===== config.mk =====
export PLATFORM = sky130hd
export DESIGN_NAME = msk_hpc3o_sched_flat
export DESIGN_NICKNAME = d
export VERILOG_FILES = /design/src/rtl/msk_hpc3o_sched_if.sv /design/src/rtl/msk_hpc3o_sched.sv /design/src/flat_wrapper.sv
export SDC_FILE = /design/constraint.sdc
export NUM_CORES = 1
export LEC_CHECK = 0
export ABC_AREA = 1
export BUFFER_PORTS_ARGS = -buffer_cell sky130_fd_sc_hd__buf_2
export CORE_MARGIN = 5
export CORE_UTILIZATION = 45
export DETAILED_ROUTE_END_ITERATION = 8
export GPL_TIMING_DRIVEN = 0
export PLACE_DENSITY_LB_ADDON = 0.08
export SYNTH_ARGS = -nofsm -noshare
export SYNTH_HDL_FRONTEND = slang
export SYNTH_SLANG_ARGS = --single-unit

===== constraint.sdc =====
create_clock -name clk -period 3.5 [get_ports clk]
set_clock_uncertainty 0.15 [all_clocks]
set_input_delay 0.35 -clock clk [delete_from_list [all_inputs] [get_ports clk]]
set_output_delay 0.35 -clock clk [all_outputs]
set_load 0.01 [all_outputs]

===== src/rtl/msk_hpc3o_sched_if.sv =====
// Bus bundle between the MSKand_hpc3o scheduler, its requesters, the PRNG and the gadget.
// The master side is the environment; the slave side is the scheduler.
interface msk_hpc3o_sched_if #(
  parameter int unsigned d    = 2,
  parameter int unsigned NREQ = 4
);
  localparam int unsigned RND_W = d * (d - 1);

  logic [NREQ-1:0]   req_valid;
  logic [NREQ-1:0]   req_ready;
  logic [NREQ*d-1:0] req_a;
  logic [NREQ*d-1:0] req_b;
  logic [RND_W-1:0]  rnd_in;
  logic              rnd_valid;
  logic              rnd_ready;
  logic [d-1:0]      g_ina;
  logic [d-1:0]      g_ina_prev;
  logic [d-1:0]      g_inb;
  logic [RND_W-1:0]  g_rnd;
  logic [d-1:0]      g_out;
  logic [NREQ-1:0]   rsp_valid;
  logic [d-1:0]      rsp_data;
  logic              busy;

  modport master (
    output req_valid, req_a, req_b, rnd_in, rnd_valid, g_out,
    input  req_ready, rnd_ready, g_ina, g_ina_prev, g_inb, g_rnd,
           rsp_valid, rsp_data, busy
  );

  modport slave (
    input  req_valid, req_a, req_b, rnd_in, rnd_valid, g_out,
    output req_ready, rnd_ready, g_ina, g_ina_prev, g_inb, g_rnd,
           rsp_valid, rsp_data, busy
  );
endinterface


===== src/rtl/msk_hpc3o_sched.sv =====
// Round-robin scheduler sharing one pipelined MSKand_hpc3o gadget between NREQ requesters.
// Two-stage pipeline: stage 1 tracks the issued op and feeds ina_prev, stage 2 holds the result.
module msk_hpc3o_sched #(
  parameter int unsigned d    = 2,
  parameter int unsigned NREQ = 4
) (
  input  logic                clk,
  input  logic                rst,
  msk_hpc3o_sched_if.slave    bus
);
  localparam int unsigned RND_W = d * (d - 1);
  localparam int unsigned IDX_W = $clog2(NREQ);

  logic [IDX_W-1:0] r_ptr;
  logic [IDX_W-1:0] r_tag1;
  logic [d-1:0]     r_a_d;
  logic [d-1:0]     r_res;
  logic             r_v1;
  logic             r_v2;
  logic [NREQ-1:0]  r_rsp_valid;

  logic [IDX_W-1:0] w_gnt;
  logic [IDX_W-1:0] w_ptr_nxt;
  logic             w_any;
  logic             w_issue;
  logic [NREQ-1:0]  w_onehot;
  logic [NREQ-1:0]  w_tag1_oh;
  logic [d-1:0]     w_ina;
  logic [d-1:0]     w_inb;

  // Round-robin: first valid at or above ptr, otherwise first valid from index 0.
  always_comb begin : rr_grant
    w_gnt = '0;
    w_any = 1'b0;
    for (int unsigned i = 0; i < NREQ; i++) begin
      if (!w_any && bus.req_valid[i] && (IDX_W'(i) >= r_ptr)) begin
        w_any = 1'b1;
        w_gnt = IDX_W'(i);
      end
    end
    for (int unsigned i = 0; i < NREQ; i++) begin
      if (!w_any && bus.req_valid[i]) begin
        w_any = 1'b1;
        w_gnt = IDX_W'(i);
      end
    end
  end

  assign w_issue   = !rst && bus.rnd_valid && w_any;
  assign w_ptr_nxt = (w_gnt == IDX_W'(NREQ - 1)) ? '0 : w_gnt + IDX_W'(1);

  // AND-gated operand mux so unselected shares never toggle the gadget inputs.
  always_comb begin : operand_mux
    w_onehot  = '0;
    w_tag1_oh = '0;
    w_ina     = '0;
    w_inb     = '0;
    for (int unsigned i = 0; i < NREQ; i++) begin
      w_onehot[i]  = w_issue && (w_gnt == IDX_W'(i));
      w_tag1_oh[i] = r_v1 && (r_tag1 == IDX_W'(i));
      w_ina        = w_ina | (bus.req_a[i*d +: d] & {d{w_onehot[i]}});
      w_inb        = w_inb | (bus.req_b[i*d +: d] & {d{w_onehot[i]}});
    end
  end

  always_ff @(posedge clk) begin : pipe
    if (rst) begin
      r_ptr       <= '0;
      r_a_d       <= '0;
      r_v1        <= 1'b0;
      r_tag1      <= '0;
      r_res       <= '0;
      r_v2        <= 1'b0;
      r_rsp_valid <= '0;
    end else begin
      if (w_issue) begin
        r_ptr <= w_ptr_nxt;
      end
      r_a_d       <= w_ina;
      r_v1        <= w_issue;
      r_tag1      <= w_gnt;
      r_res       <= r_v1 ? bus.g_out : '0;
      r_v2        <= r_v1;
      r_rsp_valid <= w_tag1_oh;
    end
  end

  assign bus.req_ready  = w_onehot;
  assign bus.rnd_ready  = w_issue;
  assign bus.g_ina      = w_ina;
  assign bus.g_inb      = w_inb;
  assign bus.g_rnd      = w_issue ? bus.rnd_in : RND_W'(0);
  assign bus.g_ina_prev = r_a_d;
  assign bus.rsp_valid  = r_rsp_valid;
  assign bus.rsp_data   = r_res;
  assign bus.busy       = r_v1 | r_v2;
endmodule

===== src/flat_wrapper.sv =====
// flat-port wrapper written by rule: the top's interface ports become plain ports
module msk_hpc3o_sched_flat 
#(
  parameter int unsigned d    = 2,
  parameter int unsigned NREQ = 4
)
  (clk, rst, bus_req_valid, bus_req_a, bus_req_b, bus_rnd_in, bus_rnd_valid, bus_g_out, bus_req_ready, bus_rnd_ready, bus_g_ina, bus_g_ina_prev, bus_g_inb, bus_g_rnd, bus_rsp_valid, bus_rsp_data, bus_busy);
  msk_hpc3o_sched_if #(.d(d), .NREQ(NREQ)) bus_i ();
  input  logic clk;
  input  logic rst;
  input wire logic [$bits(bus_i.req_valid)-1:0] bus_req_valid;
  input wire logic [$bits(bus_i.req_a)-1:0] bus_req_a;
  input wire logic [$bits(bus_i.req_b)-1:0] bus_req_b;
  input wire logic [$bits(bus_i.rnd_in)-1:0] bus_rnd_in;
  input wire logic [$bits(bus_i.rnd_valid)-1:0] bus_rnd_valid;
  input wire logic [$bits(bus_i.g_out)-1:0] bus_g_out;
  output wire logic [$bits(bus_i.req_ready)-1:0] bus_req_ready;
  output wire logic [$bits(bus_i.rnd_ready)-1:0] bus_rnd_ready;
  output wire logic [$bits(bus_i.g_ina)-1:0] bus_g_ina;
  output wire logic [$bits(bus_i.g_ina_prev)-1:0] bus_g_ina_prev;
  output wire logic [$bits(bus_i.g_inb)-1:0] bus_g_inb;
  output wire logic [$bits(bus_i.g_rnd)-1:0] bus_g_rnd;
  output wire logic [$bits(bus_i.rsp_valid)-1:0] bus_rsp_valid;
  output wire logic [$bits(bus_i.rsp_data)-1:0] bus_rsp_data;
  output wire logic [$bits(bus_i.busy)-1:0] bus_busy;
  assign bus_i.req_valid = bus_req_valid;
  assign bus_i.req_a = bus_req_a;
  assign bus_i.req_b = bus_req_b;
  assign bus_i.rnd_in = bus_rnd_in;
  assign bus_i.rnd_valid = bus_rnd_valid;
  assign bus_i.g_out = bus_g_out;
  assign bus_req_ready = bus_i.req_ready;
  assign bus_rnd_ready = bus_i.rnd_ready;
  assign bus_g_ina = bus_i.g_ina;
  assign bus_g_ina_prev = bus_i.g_ina_prev;
  assign bus_g_inb = bus_i.g_inb;
  assign bus_g_rnd = bus_i.g_rnd;
  assign bus_rsp_valid = bus_i.rsp_valid;
  assign bus_rsp_data = bus_i.rsp_data;
  assign bus_busy = bus_i.busy;
  msk_hpc3o_sched #(.d(d), .NREQ(NREQ)) u_core (.clk(clk), .rst(rst), .bus(bus_i));
endmodule

# Word-level counts from Yosys, hierarchy flattened
# Index checks and enable logic that the tools add are counted.
classes:
  n_addsub: 1
  n_mul: 0
  div_mod_pow: 0
  order_cmp: 4
  n_eq_ne: 6
  shift: 0
  n_mux: 17
  bitwise: 16
  n_reduce_logical: 32
op_table:
  columns: ["cell", "n"]
  rows:
  - ["$logic_and 1x1->1", 21]
  - ["$and 2x2->2", 8]
  - ["$mux 2", 8]
  - ["$or 2x2->2", 6]
  - ["$mux 1", 9]
  - ["$eq 2x2->1 const B", 4]
  - ["$logic_not 1->1", 8]
  - ["$eq 2x1->1 const B", 2]
  - ["$ge 1x2->1 const A", 2]
  - ["$ge 2x2->1 const A", 2]
  - ["$logic_not 2->1", 2]
  - ["$add 2x1->2 const B", 1]
  - ["$reduce_or 2->1", 1]
  - ["$not 1->1", 1]
  - ["$or 1x1->1", 1]
word_totals:
  ff_bits: 14
  latchBits: 0
  mem_bits_rw: 0
  rom_bits: 0
  in_bits: 27
  out_inout_bits: 20
  elab_cells: 83
  memories: 0

# Logic depth before layout (Yosys ltp)
# Gate-level depths: netlist (run 1).
depth:
  ltp_word: 33
  depth_mapped: 12
  ltp_nobuf: 12

# Least setup slack after synthesis (run 1)
# Ideal clock, no wire load.
synth_timing:
  path_type: "flip-flop to output port"
  startpoint: "reg u_core.r_ptr[0]"
  endpoint: "out bus_g_ina[0]"
  arrival_ps: 1469
  required_ps: 3000
  path_slack_ps: 1531
  path_stages_with_launch: 11
  path_buffers: 0
  path_cell_list: "dfxtp_1 nand2_1 a21oi_4 nand4_1 nand2_2 inv_2 ha_1 nand4_1 nand2_1 inv_1 nand3_1"
synth_via:
  elab_chain_cells: 33
  elab_cells_between_ends: 53
  classes_between: "order compare (4); eq/ne (3); mux (15); bitwise (7); reduce/logical (24)"
synth_rtl:
  columns: ["element", "line", "rtl"]
  rows:
  - ["start, declared", "msk_hpc3o_sched.sv:14", "logic [IDX_W-1:0] r_ptr;"]
  - ["start signal, assigned", "msk_hpc3o_sched.sv:77", "r_ptr <= w_ptr_nxt;"]
  - ["$ge 1x2->1", "msk_hpc3o_sched.sv:36", "if (!w_any && bus.req_valid[i] && (IDX_W'(i) >= r_ptr)) begin"]
  - ["$logic_and 1x1->1", "msk_hpc3o_sched.sv:36", null]
  - ["$mux 1", "msk_hpc3o_sched.sv:36", null]
  - ["$logic_not 1->1", "msk_hpc3o_sched.sv:36", null]
  - ["$logic_and 1x1->1 (2 in series)", "msk_hpc3o_sched.sv:36", null]
  - ["$mux 1", "msk_hpc3o_sched.sv:36", null]
  - ["$logic_not 1->1", "msk_hpc3o_sched.sv:36", null]
  - ["$logic_and 1x1->1 (2 in series)", "msk_hpc3o_sched.sv:36", null]
  - ["[15 not listed]", null, null]
  - ["$logic_and 1x1->1", "msk_hpc3o_sched.sv:42", "if (!w_any && bus.req_valid[i]) begin"]
  - ["$mux 2 (*)", "msk_hpc3o_sched.sv:42", null]
  - ["named net u_core.w_gnt[1]", "msk_hpc3o_sched.sv:22", "logic [IDX_W-1:0] w_gnt;"]
  - ["$eq 2x1->1 or $logic_not 2->1 (tied branches)", "msk_hpc3o_sched.sv:59", "w_onehot[i] = w_issue && (w_gnt == IDX_W'(i));"]
  - ["$logic_and 1x1->1", "msk_hpc3o_sched.sv:59", null]
  - ["$and 2x2->2", "msk_hpc3o_sched.sv:61", "w_ina = w_ina | (bus.req_a[i*d +: d] & {d{w_onehot[i]}});"]
  - ["$or 2x2->2 (2 in series)", "msk_hpc3o_sched.sv:61", null]
  - ["$or 2x2->2 (*)", "msk_hpc3o_sched.sv:61", null]
  - ["end, declared", "flat_wrapper.sv:19", "output wire logic [$bits(bus_i.g_ina)-1:0] bus_g_ina;"]
# The timed path passes the listed nets; every way through them passes the cells marked *.

# Worst setup path in the final report (run 1)
# Ends and elaborated chain as after synthesis.

==> qor.txt, run 1 <==
Post-layout util - 63.7%
Fmax achieved - 0.390 GHz
Gr busiest metal - met2
WS Path Type - reg2out
Worst Path Arrival - 2.06 ns
DR WL/cell - 10.1 µm
Pre-CTS setup slack - 1.23 ns
Clock Latency Late Sink - 0.26 ns
Top cell by count, worst path - nand2_1
TritonCTS clock tree - built
Synth Register Bits - 14
Slowest CP cell - dfxtp_1
Mux cell area share after synthesis - 0%
Post-Synth Simple-Gate Area - 42.7%
CTS max path bufs - 2
Status - finished clean
Syn nets - 136
WL final - 1840 µm
Slew headroom - 73.5%
P_leak - 0.000626 µW
TritonCTS buffer count - 3
Fin. Hold Viols - 0
PortBufs - 46
Yosys cell types - 23
Tmin final - 2.56 ns
DR vias/cell - 4.65
GR Util All Layers - 15.1%
Switch share - 29.5%
Slew @ Worst Pin - 0.396 ns
Die area - 0.00273 mm²
Worst Slack Setup Final - 0.937 ns
Yosys top cell area share - 34.9%
Cell Int Power - 248 µW
CP cell instances - nand2_1 > a21oi_4 > nand2b_1 > nand2_2 > inv_2 > ha_1 > nand4_1 > nand2_1 > inv_1 > nand3_1 > buf_2
GR Layer Usage met2 - 25.9%
Area Overhead vs Synth - 35.4%
Post-synthesis compound-gate area fraction - 6.39%
Warnings from Yosys - 0
Die Y - 52.3 µm
Die X - 52.3 µm
H-tree depth - 1
Filler instances - 173
Vias - 842
Resized cells post-CTS - 0
Max Cap Viol - 0
Final hold slack - 0.141 ns
Synth area leader - dfxtp_1
Pre-antenna DRT Iters - 4
Antenna violations before repair - 0
Post-route DRC - 0
Tot Pwr - 352 µW
Worst-path maximum fanout - 7
Final setup viols - 0
DP HPWL - 1590 µm
CORE AREA - 0.00171 mm²
Post-synthesis average cell area - 7.51 µm²
Share of the yosys chip area belonging to registers - 34.9%
Pwr Density - 323 mW/mm²
Combinational fraction of design power - 28.1%
Ant diodes - 0
Global route overflow - 0
Core Rows - 15
Reg power frac - 48.7%
Switching pwr - 104 µW
FF/Latch Area - 280 µm²
Gate Count Post-Synth - 107
CTS root buf - clkbuf_4
Multi-input logic area - 419 µm²
Hold buffer count at CTS - 0
Nets@finish - 187
CTS sink cnt - 14
Post-synthesis adder-cell area fraction - 3.12%
Wire length of the first global-routing pass - 3170 µm
Share of cells above drive strength 1 - 41.7%
Worst setup SP type - flop
Slew Limit Fails - 0
Met3 Use GR - 1.71%
Clk pwr share - 23.1%
GR met1 Demand/Resource - 18.3%
Starting Density - 47.0%
Cell area after synthesis - 803 µm²
Clk slew on worst S/H paths - 0.07 ns
Class of the tightest hold or removal check - in2reg
Period utilization - 73.2%
Drt initial violations - 5
Setup crit end kind - output port
Largest net degree at the start of global routing - 11
Peak supply drop - 0.152 mV
RSZ-0062 raised after global routing - false
Largest family of logic cells by synthesized area - simple AND/OR/NAND/NOR gates
Total negative slack - 0 ns
IO Pins - 47
Setup bufs post-CTS - 0
Synth top area cells - dfxtp_1, nand3_1, inv_1, nand4_1, nand2_1
Vias in the first global route - 817
Antenna viol nets, final - 0
Critical Path RT - 3.00 ns
Max incr delay on CP - 0.37 ns
RePlAce Congestion - 0.764
Post-Synth XOR/XNOR Area - 0%
## state kept, by name, indices dropped and copies added, names as in the netlist
signal	cells
u_core.bus.rsp_data	2
u_core.r_tag1	2
u_core.r_ptr	2
u_core.bus.rsp_valid	4
u_core.bus.g_ina_prev	2
u_core.r_v2	1
u_core.r_v1	1
## critical path: cells and delay by family (launching register included)
| kind | cells | cell delay, ns |
|---|---|---|
| buf+inv | 3 | 0.32 |
| simple gates | 6 | 0.66 |
| flops | 1 | 0.37 |
| fa+ha+maj | 1 | 0.25 |
| compound gates | 1 | 0.20 |
## worst paths after layout
check                                      start                  endpoint  slack [ns]  depth (start not counted)
worst max-delay path             u_core.r_ptr[0]              bus_g_ina[0]        0.94                         11
worst min register to register  u_core.r_tag1[0]   u_core.bus.rsp_valid[0]        0.30                          1
worst min-delay path                bus_g_out[0]    u_core.bus.rsp_data[0]        0.14                          3
worst max register to register   u_core.r_ptr[0]  u_core.bus.g_ina_prev[1]        1.58                         10
## cell usage after synthesis, drive strengths merged
cell,number
nand3,18
nor3,6
nand2,13
ha,2
o21ai,2
nand2b,1
a21oi,3
or2,1
buf,1
nand4,10
dfxtp,14
inv,23
nor2,13
## area by class of cell
cell class | instances | area share [%]
Buffer | 1 | 1.38
Clock buffer | 3 | 2.07
Inverter | 23 | 8.17
Multi-Input combinational cell | 69 | 38.6
Sequential cell | 14 | 25.8
Tap cell | 25 | 2.88
Timing Repair Buffer | 46 | 21.2
## cell usage in the layout (no fill, tap or decap), drive strengths merged
master	n
buf	47
inv	23
nand3	18
dfxtp	14
nand2	13
nor2	13
nand4	10
nor3	6
clkbuf	3
a21oi	3
ha	2
o21ai	2
nand2b	1
or2	1
## power by group through the flow
stage,sequential [µW],clock [µW],combinational (µW)
floorplan,176,0,59.7
global placement,174,0,97.6
detailed placement,175,0,99.0
CTS,171,86.1,99.6
global route,172,93.6,111
finish,171,81.3,98.9
## metal layers
layer	vias to the layer above	part of all wire (%)
met4	0	0.93
li1	452	-
met2	31	49
met5	-	0
met1	357	42
met3	2	8.6
## cell families (layout without fill, tap and decap cells)
| family | after synthesis | in the layout |
|---|---|---|
| fa+ha+maj | 2 | 2 |
| compound gates | 5 | 5 |
| buf+inv | 24 | 73 |
| simple gates | 62 | 62 |
| flops | 14 | 14 |
## stage by stage
step,area (µm²),std cells
global placement,1060,178
finish,1090,181
detailed placement,1060,178
global route,1090,181
CTS,1090,181
floorplan,803,107
Note: power is estimated with default switching activity, not from simulation.
==> run 2: changes to the inputs <==
--- a/config.mk
+++ b/config.mk
@@ -7,8 +7,9 @@
 export LEC_CHECK = 0
 export ABC_AREA = 1
 export BUFFER_PORTS_ARGS = -buffer_cell sky130_fd_sc_hd__buf_2
+export CORE_ASPECT_RATIO = 1.5
 export CORE_MARGIN = 5
-export CORE_UTILIZATION = 45
+export CORE_UTILIZATION = 38
 export DETAILED_ROUTE_END_ITERATION = 8
 export GPL_TIMING_DRIVEN = 0
 export PLACE_DENSITY_LB_ADDON = 0.08
==> constraint.sdc (replaced) <==
create_clock -name clk -period 2.3 [get_ports clk]
set_clock_uncertainty 0.15 [all_clocks]
set_input_delay 0.23 -clock clk [delete_from_list [all_inputs] [get_ports clk]]
set_output_delay 0.23 -clock clk [all_outputs]
set_load 0.01 [all_outputs]
==> qor.txt, run 2 (synthesis results as in run 1) <==
Area Overhead vs Synth - 52.3%
H-tree depth - 1
Vias in the first global route - 871
Non-filler instance count after layout - 186
Starting Density - 39.6%
Worst Path Arrival - 1.86 ns
Met3 Use GR - 1.09%
Slew @ Worst Pin - 0.404 ns
Peak supply drop - 0.185 mV
PortBufs - 46
Drt initial violations - 23
Most frequent cells in the layout - buf_2, inv_1, nand3_1, dfxtp_1
Total negative slack - 0 ns
Tmin final - 2.24 ns
Filler instances - 202
Hold buffer count at CTS - 0
CTS root buf - clkbuf_4
Fin. Hold Viols - 0
IO Pins - 47
RePlAce Congestion - 0.750
Status - finished clean
Max Cap Viol - 0
Pre-CTS setup slack - 0.137 ns
GR Util All Layers - 14.2%
Clock Latency Late Sink - 0.27 ns
Flip-flop count of the largest register after layout - 4
Post-route DRC - 0
Worst-path maximum fanout - 5
Placed instance area - 0.00106 mm²
DR vias/cell - 4.82
P_leak - 0.000682 µW
Worst Slack Setup Final - 0.0640 ns
Nets@finish - 194
TritonCTS clock tree - built
Antenna violations before repair - 0
GR met1 Demand/Resource - 13.9%
Slew headroom - 73.1%
DR WL/cell - 11.2 µm
Placed cells - 175
Largest net degree at the start of global routing - 11
Die Y - 66.3 µm
Gr busiest metal - met2
Clk slew on worst S/H paths - 0.09 ns
GR Layer Usage met2 - 26.7%
Final setup viols - 0
Die X - 47.5 µm
CORE AREA - 0.00203 mm²
Wire length of the first global-routing pass - 3290 µm
Tot Pwr - 629 µW
FF/Latch Area - 283 µm²
Period utilization - 97.2%
Pre-antenna DRT Iters - 4
Worst setup SP type - flop
TritonCTS buffer count - 3
Ant diodes - 0
Core Rows - 20
Die area - 0.00315 mm²
Critical Path RT - 1.92 ns
Slew Limit Fails - 0
Antenna viol nets, final - 0
Pwr Density - 514 mW/mm²
Setup crit end kind - output port
CTS max path bufs - 2
Most common cell after layout, fill and taps aside - buf_2
Vias - 897
WL final - 2080 µm
Final instance area - 0.00122 mm²
RSZ-0062 raised after global routing - true
Share of cells above drive strength 1 - 54.3%
DP HPWL - 1670 µm
Fmax achieved - 0.447 GHz
WS Path Type - reg2out
Class of the tightest hold or removal check - in2reg
Global route overflow - 0
Multi-input logic area - 479 µm²
CTS sink cnt - 14
-- run 2: cell type report --
type,count,area share (%)
Tap cell,22,2.25
Sequential cell,14,23.1
Timing Repair Buffer,53,23.6
Buffer,1,1.23
Inverter,23,7.67
Clock buffer,4,2.97
Multi-Input combinational cell,69,39.2
-- run 2: power by group --
group	switching [µW]	leakage, µW	internal, µW
clock network	75.2	0.0000210	96.2
logic	105	0.000546	90.1
registers	6.57	0.000115	256
total	187	0.000682	442
-- run 2: final timing paths --
check,startpoint,to,slack [ns],cells after the start
setup reg to reg,u_core.r_ptr[0],u_core.bus.g_ina_prev[1],0.59,10
setup / recovery,u_core.r_ptr[0],bus_g_ina[1],0.06,11
hold reg to reg,u_core.r_tag1[0],u_core.bus.rsp_valid[2],0.31,1
hold / removal,rst,u_core.r_tag1[0],0.007,2
-- run 2: metal layers --
metal / vias to the layer above / part of all wire (%)
met5: - / 0
met3: 2 / 5.8
met4: 0 / 0.82
li1: 463 / -
met1: 402 / 39
met2: 30 / 55
-- run 2: timing repair --
action,in CTS,in global routing
setup endpoints to repair,5,4
gates resized for setup,7,15
pin swaps,2,13
setup buffers,2,5
-- run 2: critical path: stages, from the launching register on --
cell and delay, ns:
dfxtp_2 0.37, nand2_2 0.08, a21oi_4 0.16, nand4_1 0.17
nand2_4 0.15, inv_6 0.05, ha_4 0.17, nand4_1 0.08
nand2_1 0.06, inv_2 0.06, nand3_2 0.08, buf_6 0.13
-- run 2: metrics by stage --
step           util [%]  hold slack (ns)
2_1_floorplan         -            0.152
4_1_cts            56.4          0.00393
6_report           60.4          0.00657
5_1_grt            60.4          0.00896
3_5_place_dp       52.3            0.292
3_3_place_gp       52.3            0.285
==> run 3: changes to the inputs <==
--- a/config.mk
+++ b/config.mk
@@ -7,12 +7,13 @@
 export LEC_CHECK = 0
 export ABC_AREA = 1
 export BUFFER_PORTS_ARGS = -buffer_cell sky130_fd_sc_hd__buf_2
-export CORE_ASPECT_RATIO = 1.5
 export CORE_MARGIN = 5
-export CORE_UTILIZATION = 38
+export CORE_UTILIZATION = 48
+export CTS_BUF_LIST = sky130_fd_sc_hd__clkbuf_8
 export DETAILED_ROUTE_END_ITERATION = 8
 export GPL_TIMING_DRIVEN = 0
 export PLACE_DENSITY_LB_ADDON = 0.08
 export SYNTH_ARGS = -nofsm -noshare
 export SYNTH_HDL_FRONTEND = slang
 export SYNTH_SLANG_ARGS = --single-unit
+export TNS_END_PERCENT = 1
==> constraint.sdc (replaced) <==
create_clock -name clk -period 2.7 [get_ports clk]
set_clock_uncertainty 0.15 [all_clocks]
set_input_delay 0.27 -clock clk [delete_from_list [all_inputs] [get_ports clk]]
set_output_delay 0.27 -clock clk [all_outputs]
set_load 0.01 [all_outputs]
==> qor.txt, run 3 (synthesis results as in run 1) <==
Status - finished clean
Area Overhead vs Synth - 38.0%
Class of the tightest hold or removal check - in2reg
PortBufs - 46
Period utilization - 90.7%
CORE AREA - 0.00154 mm²
DR vias/cell - 5.02
Clk pwr share - 36.3%
RePlAce Congestion - 0.749
Global route overflow - 0
Tot Pwr - 551 µW
Vias in the first global route - 822
Core Rows - 14
Worst-path maximum fanout - 7
WS Path Type - reg2out
Flop-to-flop setup slack - 0.80 ns
Max incr delay on CP - 0.35 ns
Pwr Density - 497 mW/mm²
CTS sink cnt - 14
Resized cells post-CTS - 0
Flip-flop count of the largest register after layout - 4
Worst Hold Launch - bus_g_out[0]
Share of cells above drive strength 1 - 42.0%
Fin. Hold Viols - 0
Slowest CP cell - dfxtp_1
Pre-antenna DRT Iters - 4
GR Util All Layers - 15.9%
Nets@finish - 187
CTS max path bufs - 2
Die area - 0.00259 mm²
Peak supply drop - 0.214 mV
Starting Density - 52.1%
Slew headroom - 73.3%
Slew Limit Fails - 0
WL final - 1880 µm
Wire length of the first global-routing pass - 3160 µm
Post-route DRC - 0
Hold buffer count at CTS - 0
Tmin final - 2.45 ns
Switch share - 27.5%
Critical Path RT - 2.28 ns
RSZ-0062 raised after global routing - false
Fmax achieved - 0.409 GHz
Slew @ Worst Pin - 0.400 ns
Vias - 868
Cell Int Power - 399 µW
Antenna viol nets, final - 0
DP HPWL - 1570 µm
Drt initial violations - 22
TritonCTS buffer count - 3
IO Pins - 47
Reg power frac - 40.3%
Antenna violations before repair - 0
Final setup viols - 0
Most frequent cells in the layout - buf_2, inv_1, nand3_1, dfxtp_1, nand2_1
Total negative slack - 0 ns
Worst setup SP type - flop
TritonCTS clock tree - built
Die Y - 50.9 µm
Worst Path Arrival - 2.03 ns
P_leak - 0.000641 µW
Largest net degree at the start of global routing - 11
Top cell by count, worst path - nand2_1
Die X - 50.9 µm
CP cell instances - nand2_1 > a21oi_4 > nand2b_1 > nand2_2 > inv_2 > ha_1 > nand4_1 > nand2_1 > inv_1 > nand3_1 > buf_2
Ant diodes - 0
Switching pwr - 152 µW
Combinational fraction of design power - 23.4%
CTS root buf - clkbuf_8
Clk slew on worst S/H paths - 0.05 ns
Setup crit start - u_core.r_ptr[0]
DR WL/cell - 10.9 µm
Max Cap Viol - 0
Filler instances - 136
Setup bufs post-CTS - 0
Setup crit end kind - output port
Clock Latency Late Sink - 0.24 ns
H-tree depth - 1
Reg2reg start - u_core.r_ptr[0]
Most common cell after layout, fill and taps aside - buf_2
==> run 3: cell types whose count changed in the layout (fill, tap and decap cells not counted), moves of 3 or more <==
cell and delta:
inv_2 -3, buf_4 -7, clkbuf_8 +3, clkbuf_4 -3, nand2_1 +5, nand2_2 -4
inv_1 +4
==> run 3: metal layers <==
metal  up-vias  global-route usage (%)  share of wire [%]
met5         -                       0                  0
met4         0                    10.6                2.9
met3         5                    3.78                8.7
met2        37                    26.9                 49
met1       374                    17.3                 39
li1        452                       -                  -
==> run 3: metrics by stage <==
stage	hold WS [ns]	std cells	utilization [%]	cell area, µm²	setup slack [ns]
floorplan	0.192	107	-	803	0.811
global placement	0.280	169	68.3	1050	0.566
detailed placement	0.285	169	68.3	1050	0.536
CTS	0.0861	173	71.9	1110	0.262
global route	0.0916	173	71.9	1110	0.0921
finish	0.0862	173	71.9	1110	0.252
==> run 3: final timing paths <==
path	cells past startpoint	end
worst min-delay path	3	u_core.bus.rsp_data[0]
worst max-delay path	11	bus_g_ina[0]
worst min register to register	1	u_core.bus.rsp_valid[2]
worst max register to register	10	u_core.bus.g_ina_prev[0]
==> run 3: cell type report <==
| cell class | instances | area, µm² | share of cell area, % |
|---|---|---|---|
| flip-flops and latches | 14 | 280 | 25.3 |
| plain buffers | 1 | 15.0 | 1.35 |
| well taps | 16 | 20.0 | 1.81 |
| inverters | 23 | 88.8 | 8.01 |
| multi-input cells | 69 | 419 | 37.8 |
| repair buffers | 46 | 230 | 20.8 |
| clock buffers | 4 | 55.1 | 4.97 |
==> run 3: worst max-delay path, delay by kind of cell (launching register included) <==
family,cells,cell delay [ns]
compound gates,1,0.20
fa+ha+maj,1,0.25
buf+inv,3,0.32
flops,1,0.35
simple gates,6,0.65
==> run 3: power groups by stage <==
| stage | clock [µW] | combinational, µW | sequential [µW] |
|---|---|---|---|
| 6_report | 200 | 129 | 222 |
| 5_1_grt | 212 | 144 | 223 |
| 4_1_cts | 202 | 130 | 222 |
| 3_5_place_dp | 0 | 129 | 226 |
| 3_3_place_gp | 0 | 126 | 226 |
| 2_1_floorplan | 0 | 77.4 | 228 |
